$ cat src/rtl/alu_pkg.sv
// Shared definitions for the alu and its round-robin front end: opcodes,
// arbiter state encoding and flag bit positions.
package alu_pkg;

  localparam logic [2:0] OP_AND = 3'b000;
  localparam logic [2:0] OP_OR  = 3'b001;
  localparam logic [2:0] OP_ADD = 3'b010;
  localparam logic [2:0] OP_SUB = 3'b110;

  localparam int FLG_ZERO  = 0;
  localparam int FLG_CARRY = 1;
  localparam int FLG_NEG   = 2;

  typedef enum logic [1:0] {
    IDLE = 2'b00,
    EXEC = 2'b01,
    RESP = 2'b10
  } state_t;

endpackage

$ cat src/rtl/alu_rr_arbiter_alu.sv
// Combinational 8-bit alu: AND/OR/ADD/SUB with {negative, carry, zero} flags.
// Opcodes outside the supported set return y=0 and all flags clear.
module alu
  import alu_pkg::*;
#(
  parameter int W = 8
) (
  input  logic [W-1:0] a,
  input  logic [W-1:0] b,
  input  logic [2:0]   ctrl,
  output logic [W-1:0] y,
  output logic [2:0]   flags
);

  logic [W:0] sum_ext;
  logic [W:0] diff_ext;

  assign sum_ext  = {1'b0, a} + {1'b0, b};
  assign diff_ext = {1'b0, a} - {1'b0, b};

  // Carry on SUB is the borrow out, which also equals unsigned a<b.
  always_comb begin
    y     = '0;
    flags = 3'b000;
    case (ctrl)
      OP_AND: begin
        y               = a & b;
        flags[FLG_ZERO] = (y == '0);
      end
      OP_OR: begin
        y               = a | b;
        flags[FLG_ZERO] = (y == '0);
      end
      OP_ADD: begin
        y                = sum_ext[W-1:0];
        flags[FLG_CARRY] = sum_ext[W];
        flags[FLG_ZERO]  = (y == '0);
      end
      OP_SUB: begin
        y                = diff_ext[W-1:0];
        flags[FLG_CARRY] = diff_ext[W];
        flags[FLG_NEG]   = diff_ext[W];
        flags[FLG_ZERO]  = (y == '0);
      end
      default: begin
        y     = '0;
        flags = 3'b000;
      end
    endcase
  end

endmodule

$ cat src/rtl/alu_rr_arbiter.sv
// Round-robin front end sharing one alu between two valid/ready requesters.
// One operation in flight: IDLE accepts, EXEC computes, RESP holds the result.
module alu_rr_arbiter
  import alu_pkg::*;
#(
  parameter int DATA_W     = 8,
  parameter int FIRST_PRIO = 0
) (
  input  logic              clk,
  input  logic              rst_n,
  input  logic              req0_valid,
  output logic              req0_ready,
  input  logic [DATA_W-1:0] req0_a,
  input  logic [DATA_W-1:0] req0_b,
  input  logic [2:0]        req0_ctrl,
  input  logic              req1_valid,
  output logic              req1_ready,
  input  logic [DATA_W-1:0] req1_a,
  input  logic [DATA_W-1:0] req1_b,
  input  logic [2:0]        req1_ctrl,
  output logic              rsp0_valid,
  input  logic              rsp0_ready,
  output logic [DATA_W-1:0] rsp0_y,
  output logic [2:0]        rsp0_flags,
  output logic              rsp1_valid,
  input  logic              rsp1_ready,
  output logic [DATA_W-1:0] rsp1_y,
  output logic [2:0]        rsp1_flags
);

  localparam logic FIRST_BIT = (FIRST_PRIO != 0);

  state_t            state;
  state_t            state_next;
  logic              prio;
  logic              owner;
  logic [DATA_W-1:0] op_a;
  logic [DATA_W-1:0] op_b;
  logic [2:0]        op_ctrl;
  logic [DATA_W-1:0] alu_y;
  logic [2:0]        alu_flags;
  logic              accept;
  logic              grant_id;
  logic              rsp_take;

  alu #(.W(DATA_W)) u_alu (
    .a     (op_a),
    .b     (op_b),
    .ctrl  (op_ctrl),
    .y     (alu_y),
    .flags (alu_flags)
  );

  // A lone valid wins outright; on a tie the pointer side wins. Gating with
  // rst_n keeps both readies low while reset is held.
  always_comb begin
    req0_ready = 1'b0;
    req1_ready = 1'b0;
    if (rst_n && state == IDLE) begin
      req0_ready = req0_valid && (!req1_valid || !prio);
      req1_ready = req1_valid && (!req0_valid || prio);
    end
  end

  assign accept   = (req0_valid && req0_ready) || (req1_valid && req1_ready);
  assign grant_id = req1_ready;
  assign rsp_take = owner ? rsp1_ready : rsp0_ready;

  assign rsp0_valid = (state == RESP) && !owner;
  assign rsp1_valid = (state == RESP) && owner;

  always_comb begin
    state_next = state;
    case (state)
      IDLE:    if (accept) state_next = EXEC;
      EXEC:    state_next = RESP;
      RESP:    if (rsp_take) state_next = IDLE;
      default: state_next = IDLE;
    endcase
  end

  always_ff @(posedge clk or negedge rst_n) begin
    if (!rst_n) begin
      state <= IDLE;
    end else begin
      state <= state_next;
    end
  end

  // Operands are sampled only at the handshake; the pointer then flips to
  // the requester that lost (or did not ask) this round.
  always_ff @(posedge clk or negedge rst_n) begin
    if (!rst_n) begin
      prio    <= FIRST_BIT;
      owner   <= 1'b0;
      op_a    <= '0;
      op_b    <= '0;
      op_ctrl <= 3'b000;
    end else if (accept) begin
      prio    <= !grant_id;
      owner   <= grant_id;
      op_a    <= grant_id ? req1_a : req0_a;
      op_b    <= grant_id ? req1_b : req0_b;
      op_ctrl <= grant_id ? req1_ctrl : req0_ctrl;
    end
  end

  // Only the owner's response registers change; the other side keeps its
  // last result, qualified solely by its valid.
  always_ff @(posedge clk or negedge rst_n) begin
    if (!rst_n) begin
      rsp0_y     <= '0;
      rsp0_flags <= 3'b000;
      rsp1_y     <= '0;
      rsp1_flags <= 3'b000;
    end else if (state == EXEC) begin
      if (owner) begin
        rsp1_y     <= alu_y;
        rsp1_flags <= alu_flags;
      end else begin
        rsp0_y     <= alu_y;
        rsp0_flags <= alu_flags;
      end
    end
  end

endmodule
$ cat config.mk
export PLATFORM = sky130hd
export DESIGN_NAME = alu_rr_arbiter
export DESIGN_NICKNAME = d
export VERILOG_FILES = /design/src/rtl/alu_pkg.sv /design/src/rtl/alu_rr_arbiter_alu.sv /design/src/rtl/alu_rr_arbiter.sv
export SDC_FILE = /design/constraint.sdc
export NUM_CORES = 1
export LEC_CHECK = 0
export CAP_MARGIN = 20
export CORE_UTILIZATION = 45
export DETAILED_ROUTE_END_ITERATION = 6
export PLACE_DENSITY = 0.78
export SYNTH_ARGS = -nofsm -noshare
export SYNTH_HDL_FRONTEND = slang
export SYNTH_SLANG_ARGS = --single-unit
$ cat constraint.sdc
create_clock -name clk -period 2.4 [get_ports clk]
set_input_delay 0.36 -clock clk [delete_from_list [all_inputs] [get_ports clk]]
set_output_delay 0.36 -clock clk [all_outputs]
set_load 0.01 [all_outputs]
### Yosys cells after proc, flatten, opt, wreduce, memory -nomap -nowiden

Cells that the tools add are included.

* input bits: 44
* logic and storage cells: 59
* memory bits (writable): 0
* output and inout port bits: 26
* latch bits: 0
* register bits after elaboration: 45
* memory bits (read-only): 0
* memories: 0

* div/mod/pow operators: 0
* $mul: 0
* bitwise logic cells: 3
* $add $sub $neg: 2
* shifts and indexed selects: 0
* muxes and demuxes: 13
* reduce and logical (&&, ||, !) cells: 24
* $lt $le $gt $ge: 0
* equality and inequality tests: 7

Operators with widths (number)
* $logic_not 8->1: 4
* $pmux 8 s4: 1
* $mux 8: 2
* $add 8x8->9: 1
* $sub 8x8->9: 1
* $and 8x8->8: 1
* $or 8x8->8: 1
* $logic_and 1x1->1: 7
* $pmux 2 s3: 1
* $reduce_and 2->1: 3
* $logic_not 1->1: 5
* $mux 1: 4
* $mux 2: 2
* $ne 2x2->1 const B: 2
* $pmux 1 s4: 1
* $eq 3x1->1 const B: 1
* $eq 3x2->1 const B: 1
* $eq 3x3->1 const B: 1
* $logic_not 3->1: 1
* $logic_or 1x1->1: 3
* $mux 3: 1
* $eq 2x1->1 const B: 1
* $eq 2x2->1 const B: 1
* $logic_not 2->1: 1
* 2 further kinds: 2

### Depth between registers and ports, before layout

Gate-level depths: netlist (run 1).

* word-level depth: 8
* gate-level depth with buffers: 10
* mapped depth without buffers: 10

### By module

A second synthesis (run 1) with hierarchy kept.

* cell total of the unflattened synthesis: 313
* area, all modules: 3150.5 µm²

Modules (own cells, without submodules)
* alu_rr_arbiter: cells an instance 142, seq. area each 1126.1 µm², instances 1, area an instance 1904.3 µm²
* alu: cells an instance 171, seq. area each 0.0 µm², instances 1, area an instance 1246.2 µm²

### Least setup slack after synthesis (run 1)

OpenSTA, ideal clock, no wires.

* path kind: flip-flop to flip-flop
* start: register op_b[0]
* end: register rsp0_y[6]
* clock period less this slack: 2317 ps
* slack: 83 ps
* required time: 2327 ps
* data arrival time: 2244 ps
* library setup time: 73 ps
* cell stages (with the launch flop): 9
* buffers on the path: 0
* path through: dfrtp_1 -> ha_1 -> fa_1 -> a211o_1 -> a211o_1 -> a221oi_2 -> o2bb2ai_2 -> a21oi_2 -> a21oi_2

* word-level cells in the longest chain between the ends: 2
* elaborated cells on any way between the ends: 3
* classes of those cells: add/sub: 2; mux: 1

Ends and longest elaborated chain
* start, declared: RTL line alu_rr_arbiter.sv:38 `logic [DATA_W-1:0] op_b;`
* start signal, assigned: RTL line alu_rr_arbiter.sv:103 `op_b <= grant_id ? req1_b : req0_b;`
* $sub 8x8->9 or $add 8x8->9 (tied branches): RTL line alu_rr_arbiter_alu.sv:19, alu_rr_arbiter_alu.sv:18
* $pmux 8 s4 *: RTL line alu_rr_arbiter_alu.sv:25 `case (ctrl)`
* end signal, assigned: RTL line alu_rr_arbiter.sv:121 `rsp0_y <= alu_y;`
* end, declared: RTL line alu_rr_arbiter.sv:23 `output logic [DATA_W-1:0] rsp0_y,`

Mark *: on every way between the ends. The rest lies on a longest branch, timed or not.
A chain may end at the register's enable or synchronous reset.

### Worst setup path in the final report (run 1)

* start: register op_a[1]
* end: register rsp1_y[7]

* word-level cells in the longest chain between the ends: 2
* elaborated cells on any way between the ends: 3
* classes of those cells: add/sub: 2; mux: 1

Ends and longest elaborated chain
* start, declared: RTL line alu_rr_arbiter.sv:37 `logic [DATA_W-1:0] op_a;`
* start signal, assigned: RTL line alu_rr_arbiter.sv:102 `op_a <= grant_id ? req1_a : req0_a;`
* $sub 8x8->9 or $add 8x8->9 (tied branches): RTL line alu_rr_arbiter_alu.sv:19, alu_rr_arbiter_alu.sv:18
* $pmux 8 s4 *: RTL line alu_rr_arbiter_alu.sv:25
* end signal, assigned: RTL line alu_rr_arbiter.sv:118 `rsp1_y <= alu_y;`
* end, declared: RTL line alu_rr_arbiter.sv:27 `output logic [DATA_W-1:0] rsp1_y,`

Marked as above.

==> results of run 1 <==
[state kept, by name, indices dropped and copies added, names as in the netlist]
register	flops
owner	1
rsp1_y	8
rsp0_y	8
prio	1
rsp0_flags	3
op_a	8
state	2
op_ctrl	3
op_b	8
rsp1_flags	3
[cell type report]
cell class / count / area, um^2
Timing Repair Buffer: 95 / 881
Inverter: 28 / 105
Clock inverter: 1 / 30.0
Clock buffer: 7 / 86.3
Sequential cell: 45 / 1130
Tap cell: 96 / 120
Multi-Input combinational cell: 296 / 1910
Fill cell: 607 / 2530
[layer usage]
| layer | track usage (%) | vias up | wire [um] |
|---|---|---|---|
| li1 | - | 1514 | - |
| met1 | 29.7 | 1449 | 3690 |
| met2 | 40.8 | 107 | 4160 |
| met3 | 4.23 | 20 | 400 |
| met4 | 7.12 | 0 | 206 |
| met5 | 0 | - | 0 |
[cells by family after synthesis]
group	Yosys count
xor gates and xnor gates	5
DFF	45
AOI/OAI and AO/OA	105
buffers and inverters	47
adders and majority gates	26
and+or+nand+nor	156
muxes	4
[per-stage QoR]
step	hold WS [ns]	util [%]
after floorplan	0.0644	-
after global placement	0.459	59.5
after detailed placement	0.471	59.5
after CTS	0.166	61.4
after global routing	0.196	62.7
final	0.142	62.7
[layout by cell type, fill, tap and decap left out, drive strengths merged, types with 3 or more instances in the layout]
master and instances:
nor2b 7, o21a 5, a2111oi 4, clkbuf 7, nand2b 11, nand4 3, a211o 7, nand2 60
ha 24, inv 28, nor3b 3, nand3 5, a31oi 26, o21ai 16, clkdlybuf4s50 68, o211ai 3
dfrtp 45, a21oi 18, or2 3, nor2 49, mux2i 3, xor2 3, nor3 6, buf 27
[worst register-to-register path: stages (launching register included)]
cell      delay [ns]
dfrtp_2         0.44
inv_1           0.06
ha_1            0.30
or2_2           0.33
a211o_1         0.33
a21boi_4        0.21
mux2i_1         0.14
mux2i_1         0.15
o31a_1          0.29
[report_power, final]
part           switching [mW]  internal [mW]  leakage [nW]
combinational            2.67           2.30          1.29
clock                   0.262          0.340        0.0585
sequential              0.299           1.14         0.538
total                    3.23           3.78          1.89
[worst paths after layout]
check / startpoint / to / slack (ns) / cells after the start
worst max-delay path: op_a[1] / rsp1_y[7] / 0.06 / 8
worst min-delay path: rst_n / rsp0_flags[2] / 0.14 / 2
worst min register to register: rsp1_y[1] / rsp1_y[1] / 0.49 / 2
max in group asynchronous: rst_n / op_a[1] / 1.85 / 2
worst max register to register: op_a[1] / rsp1_y[7] / 0.06 / 8
min in group clk: rsp1_y[1] / rsp1_y[1] / 0.49 / 2
[repair_timing]
| item | in CTS | in global routing |
|---|---|---|
| buffers inserted | 1 | 6 |
| endpoints found under the setup margin | 4 | 11 |
| pin swaps | 1 | 10 |
| hold buffers | 0 | 0 |
| resized for setup | 2 | 13 |
==> summary.txt, run 1 <==
Synth
  • XOR/XNOR Fraction of Synth Area: 1.38%
  • Synth async-reset ratio: between 90% and 100%
  • Top cells by area, synth: dfrtp_1 35%, ha_1 9.4%, nand2_1 7.1%, nor2_1 5.8%, a31oi_1 5.1%
  • Largest family of logic cells by synthesized area: compound AO/OA/AOI/OAI gates
  • Synth top area share: 35.4%
  • Sequential share of the synthesized area: 35.4%
  • Synth cell count leaders: 60 x nand2_1, 49 x nor2_1, 45 x dfrtp_1
  • Mapped Cells: 388
  • Post-Syn Area: roughly 3200 um^2
  • Compound-Gate Fraction of Synth Area: 23.2%
  • Post-synth cell types: 60
  • Count leader, synth: nand2_1
  • Synth Area in Adders: 10.7%
  • Register bit total from synthesis: 45
  • Yosys top cell by area: dfrtp_1
  • Synth warnings: 0
  • Mux share of post-synthesis cell area: between 1 and 1.5%
  • Synthesized area per cell: 8.20 um^2
  • Syn Nets: 458
  • Post-synth EDFFs: 0
  • Simple-gate area share of the yosys netlist: 22.1%
  • Ys flop type: dfrtp_1

Global route
  • GRT Overall Usage: a little under a quarter
  • Initial antenna violation count: 0
  • Total gr overflow: 0
  • First-pass GRT wire length: 13.7 mm
  • Largest net degree at the start of global routing: 46
  • Vias in the first global route: 2,903

Timing
  • Final Skew: 0.00690 ns
  • Final slew viol count: 0
  • RSZ-0062 raised after global routing: yes
  • Setup tns final: 0 ns
  • Final hold viol count: 0
  • FMAX: about 0.43 GHz
  • Post-route setup slack: around 0.057 ns
  • Max-slew headroom: 50.5%
  • Final Cycle Share: between 90% and 100%
  • Worst-margin pin slew: 0.723 ns
  • Setup-violating endpoint count in the final report: 0
  • Fin crit period: 2.34 ns

Floorplanning
  • Chip Width: 86.1 um
  • Io pins: 70
  • Starting Density: around 47%
  • Standard-cell rows: 30
  • Die area: 7410 um^2
  • Die Y: 86.1 um
  • Std-Cell Core Area: 6790 um^2

Worst setup path
  • Most used cell, CP: mux2i_1
  • Max incr delay on CP: 0.44 ns
  • Crit start category: flop
  • CP required: ~2.6 ns
  • Peak fanout along the critical path: 5
  • Worst path cell trace: inv_1 -> ha_1 -> or2_2 -> a211o_1 -> a21boi_4 -> mux2i_1 -> mux2i_1 -> o31a_1
  • CP delay by family, top: compound AO/OA/AOI/OAI gates
  • CP bufs+invs: 1
  • Slowest CP cell: dfrtp_2
  • Worst setup EP type: flop
  • CP Class: reg -> reg
  • CP arrival: 2.53 ns

Final layout
  • Final net count: between 500 and 600
  • Antenna cells: 0
  • Fin cells: 568
  • Final Cell Area: 4260 um^2
  • Share of layout cells above drive strength 1: 12.1%
  • Area Overhead vs Synth: 33.9%

Drt
  • Routed Antenna Nets: 0
  • DRC: 0
  • DR pass1 iterations: 4
  • Via density per instance: 5.44
  • Initial DRC count: 157
  • Total vias in the final route: 3,090
  • Final WL: 8.46 mm
  • DR WL/cell: about 15 um

Clock tree
  • Worst-path clk slew: 0.09 ns
  • Clk root buf: clkbuf_8
  • TritonCTS Sinks: 45
  • Clock insertion delay at the later pin of the skew report: 0.30 ns
  • H-tree Lvls: 2
  • TritonCTS clock tree: done
  • Clock buffer depth: 2
  • CTS Buf Count: 5

Placement
  • Setup WS pre-CTS: -0.00183 ns
  • I/O Buffers: 69
  • Placed Instances: 553
  • Post-DP Area: 4050 um^2
  • Final GP Congestion: 0.870
  • Dpl hpwl: 6.72 mm

Min path
  • Hold/Removal Path Class: in -> async

Power
  • P_leak: ~1.9 nW
  • Max rail drop VDD: 0.608 mV
  • P per Cell Area: 1650 nW/um^2
  • Total design power: 7.01 mW

Flow run
  • Max cap viols: 0

Run status
  • Status: completed
Note: power is estimated with default switching activity, not from simulation.
==> run 2: changes to the inputs <==
SETUP_SLACK_MARGIN = 0.05   (was not set)
==> run 2 against run 1 <==
Against the previous run: fmax is 0.28% higher; die area stayed put; critical path depth stayed put; combinational power hardly changed; wire length is 0.93% higher; critical path type unchanged.
==> summary.txt, run 2 (synthesis gave the netlist of run 1 again) <==
Drt
  • DRC: 0
  • Routed Antenna Nets: 0
  • Total vias in the final route: around 3,100
  • DR pass1 iterations: 4
  • Final WL: 8.54 mm
  • Initial DRC count: 189
  • DR WL/cell: 15.0 um
  • Via density per instance: between 5 and 6

Flow run
  • Max cap viols: 0

Worst setup path
  • Worst setup EP type: flop
  • CP delay by family, top: compound AO/OA/AOI/OAI gates
  • CP Class: reg -> reg
  • Peak fanout along the critical path: 3
  • CP bufs+invs: 0
  • Most used cell, CP: a211o_1
  • Max incr delay on CP: 0.41 ns
  • Worst path cell trace: ha_2 -> fa_2 -> a211o_1 -> a211o_1 -> a221oi_2 -> o2bb2ai_2 -> a21oi_2 -> o21ai_1
  • Slowest CP cell: dfrtp_1
  • CP required: 2.62 ns
  • CP arrival: 2.56 ns
  • Crit start category: flop

Power
  • Total design power: 7.01 mW
  • P_leak: 1.90 nW
  • P per Cell Area: ~1600 nW/um^2
  • Max rail drop VDD: between 0.5 and 0.6 mV

Clock tree
  • H-tree Lvls: 2
  • TritonCTS Sinks: 45
  • Worst-path clk slew: 0.08 ns
  • CTS Hold Bufs: 0
  • Clock insertion delay at the later pin of the skew report: 0.30 ns
  • Clock buffer depth: 2
  • TritonCTS clock tree: done
  • Clk root buf: clkbuf_8
  • CTS Buf Count: 5

Placement
  • Final GP Congestion: 0.870
  • I/O Buffers: 69
  • Dpl hpwl: 6.72 mm

Final layout
  • Final net count: 542
  • Share of layout cells above drive strength 1: roughly 12%
  • Core Util, Final: 62.8%
  • Most frequent cells in the layout: 68 x clkdlybuf4s50_1, 59 x nand2_1, 49 x nor2_1
  • Antenna cells: 0
  • Area Overhead vs Synth: 34.0%
  • Commonest non-fill, non-tap cell in the layout: clkdlybuf4s50_1

Timing
  • Max-slew headroom: a little over half
  • Final hold viol count: 0
  • Final slew viol count: 0
  • Worst-margin pin slew: 0.690 ns
  • Final Skew: 0.00377 ns
  • Setup-violating endpoint count in the final report: 0
  • Fin crit period: 2.34 ns
  • FMAX: 0.428 GHz
  • RSZ-0062 raised after global routing: yes
  • Final Cycle Share: 97.4%

Floorplanning
  • Die area: 7410 um^2
  • Std-Cell Core Area: approximately 6800 um^2
  • Chip Width: approximately 86 um
  • Standard-cell rows: 30
  • Starting Density: roughly 47%
  • Die Y: between 80 and 90 um
  • Io pins: 70

Global route
  • Total gr overflow: 0
  • Vias in the first global route: about 2,900
  • GRT Overall Usage: 23.6%
  • Largest net degree at the start of global routing: 46
  • First-pass GRT wire length: 13.7 mm
  • Initial antenna violation count: 0

Run status
  • Status: completed

Min path
  • Hold/Removal Path Class: in -> async
-- run 2: layout make-up --
class	instances	area, um^2
fillers	604	2530
inverters	28	105
well taps	96	120
multi-input cells	296	1910
clock inverters	1	30.0
repair buffers	96	888
flip-flops and latches	45	1130
clock buffers	7	86.3
-- run 2: per-layer routing --
metal / vias up / global-route usage [%] / routed length (um)
met5: - / 0 / 0
met4: 0 / 7.27 / 206
met3: 20 / 4.62 / 462
met2: 116 / 40.8 / 4210
met1: 1467 / 29.7 / 3660
li1: 1520 / - / -
-- run 2: worst reg2reg max path, delay by kind of cell (launching register included) --
kind,cells,cell delay (ns)
compound gates,6,1.29
fa+ha+maj,2,0.55
flops,1,0.41
-- run 2: where the power goes --
| part | leakage [nW] | internal (mW) | total (mW) | switching (mW) |
|---|---|---|---|---|
| Clock | 0.0585 | 0.340 | 0.597 | 0.257 |
| Combinational | 1.30 | 2.30 | 4.99 | 2.69 |
| Sequential | 0.539 | 1.13 | 1.43 | 0.295 |
| Total | 1.90 | 3.77 | 7.01 | 3.24 |
-- run 2: timing repair --
item	in CTS	in global routing
endpoints found under the setup margin	9	14
setup buffers	3	5
pin swaps	1	10
gates resized for setup	2	13
-- run 2: final timing paths --
check	startpoint	end	slack [ns]	depth (start not counted)
max in group asynchronous	rst_n	op_a[1]	1.85	2
max	op_a[0]	rsp1_y[6]	0.06	8
max reg2reg	op_a[0]	rsp1_y[6]	0.06	8
min reg2reg	rsp1_y[1]	rsp1_y[1]	0.49	2
min	rst_n	rsp0_flags[2]	0.14	2
min in group clk	rsp1_y[1]	rsp1_y[1]	0.49	2
-- run 2: stage by stage --
step,hold slack [ns],setup slack (ns),cells,setup TNS [ns],instance area [um^2]
floorplan,0.0644,0.0826,388,0,3180
global placement,0.459,0.0423,553,0,4050
detailed placement,0.471,-0.00183,553,-0.00183,4050
CTS,0.166,0.0175,564,0,4190
global route,0.196,-0.0604,569,-0.164,4260
finish,0.143,0.0633,569,0,4260
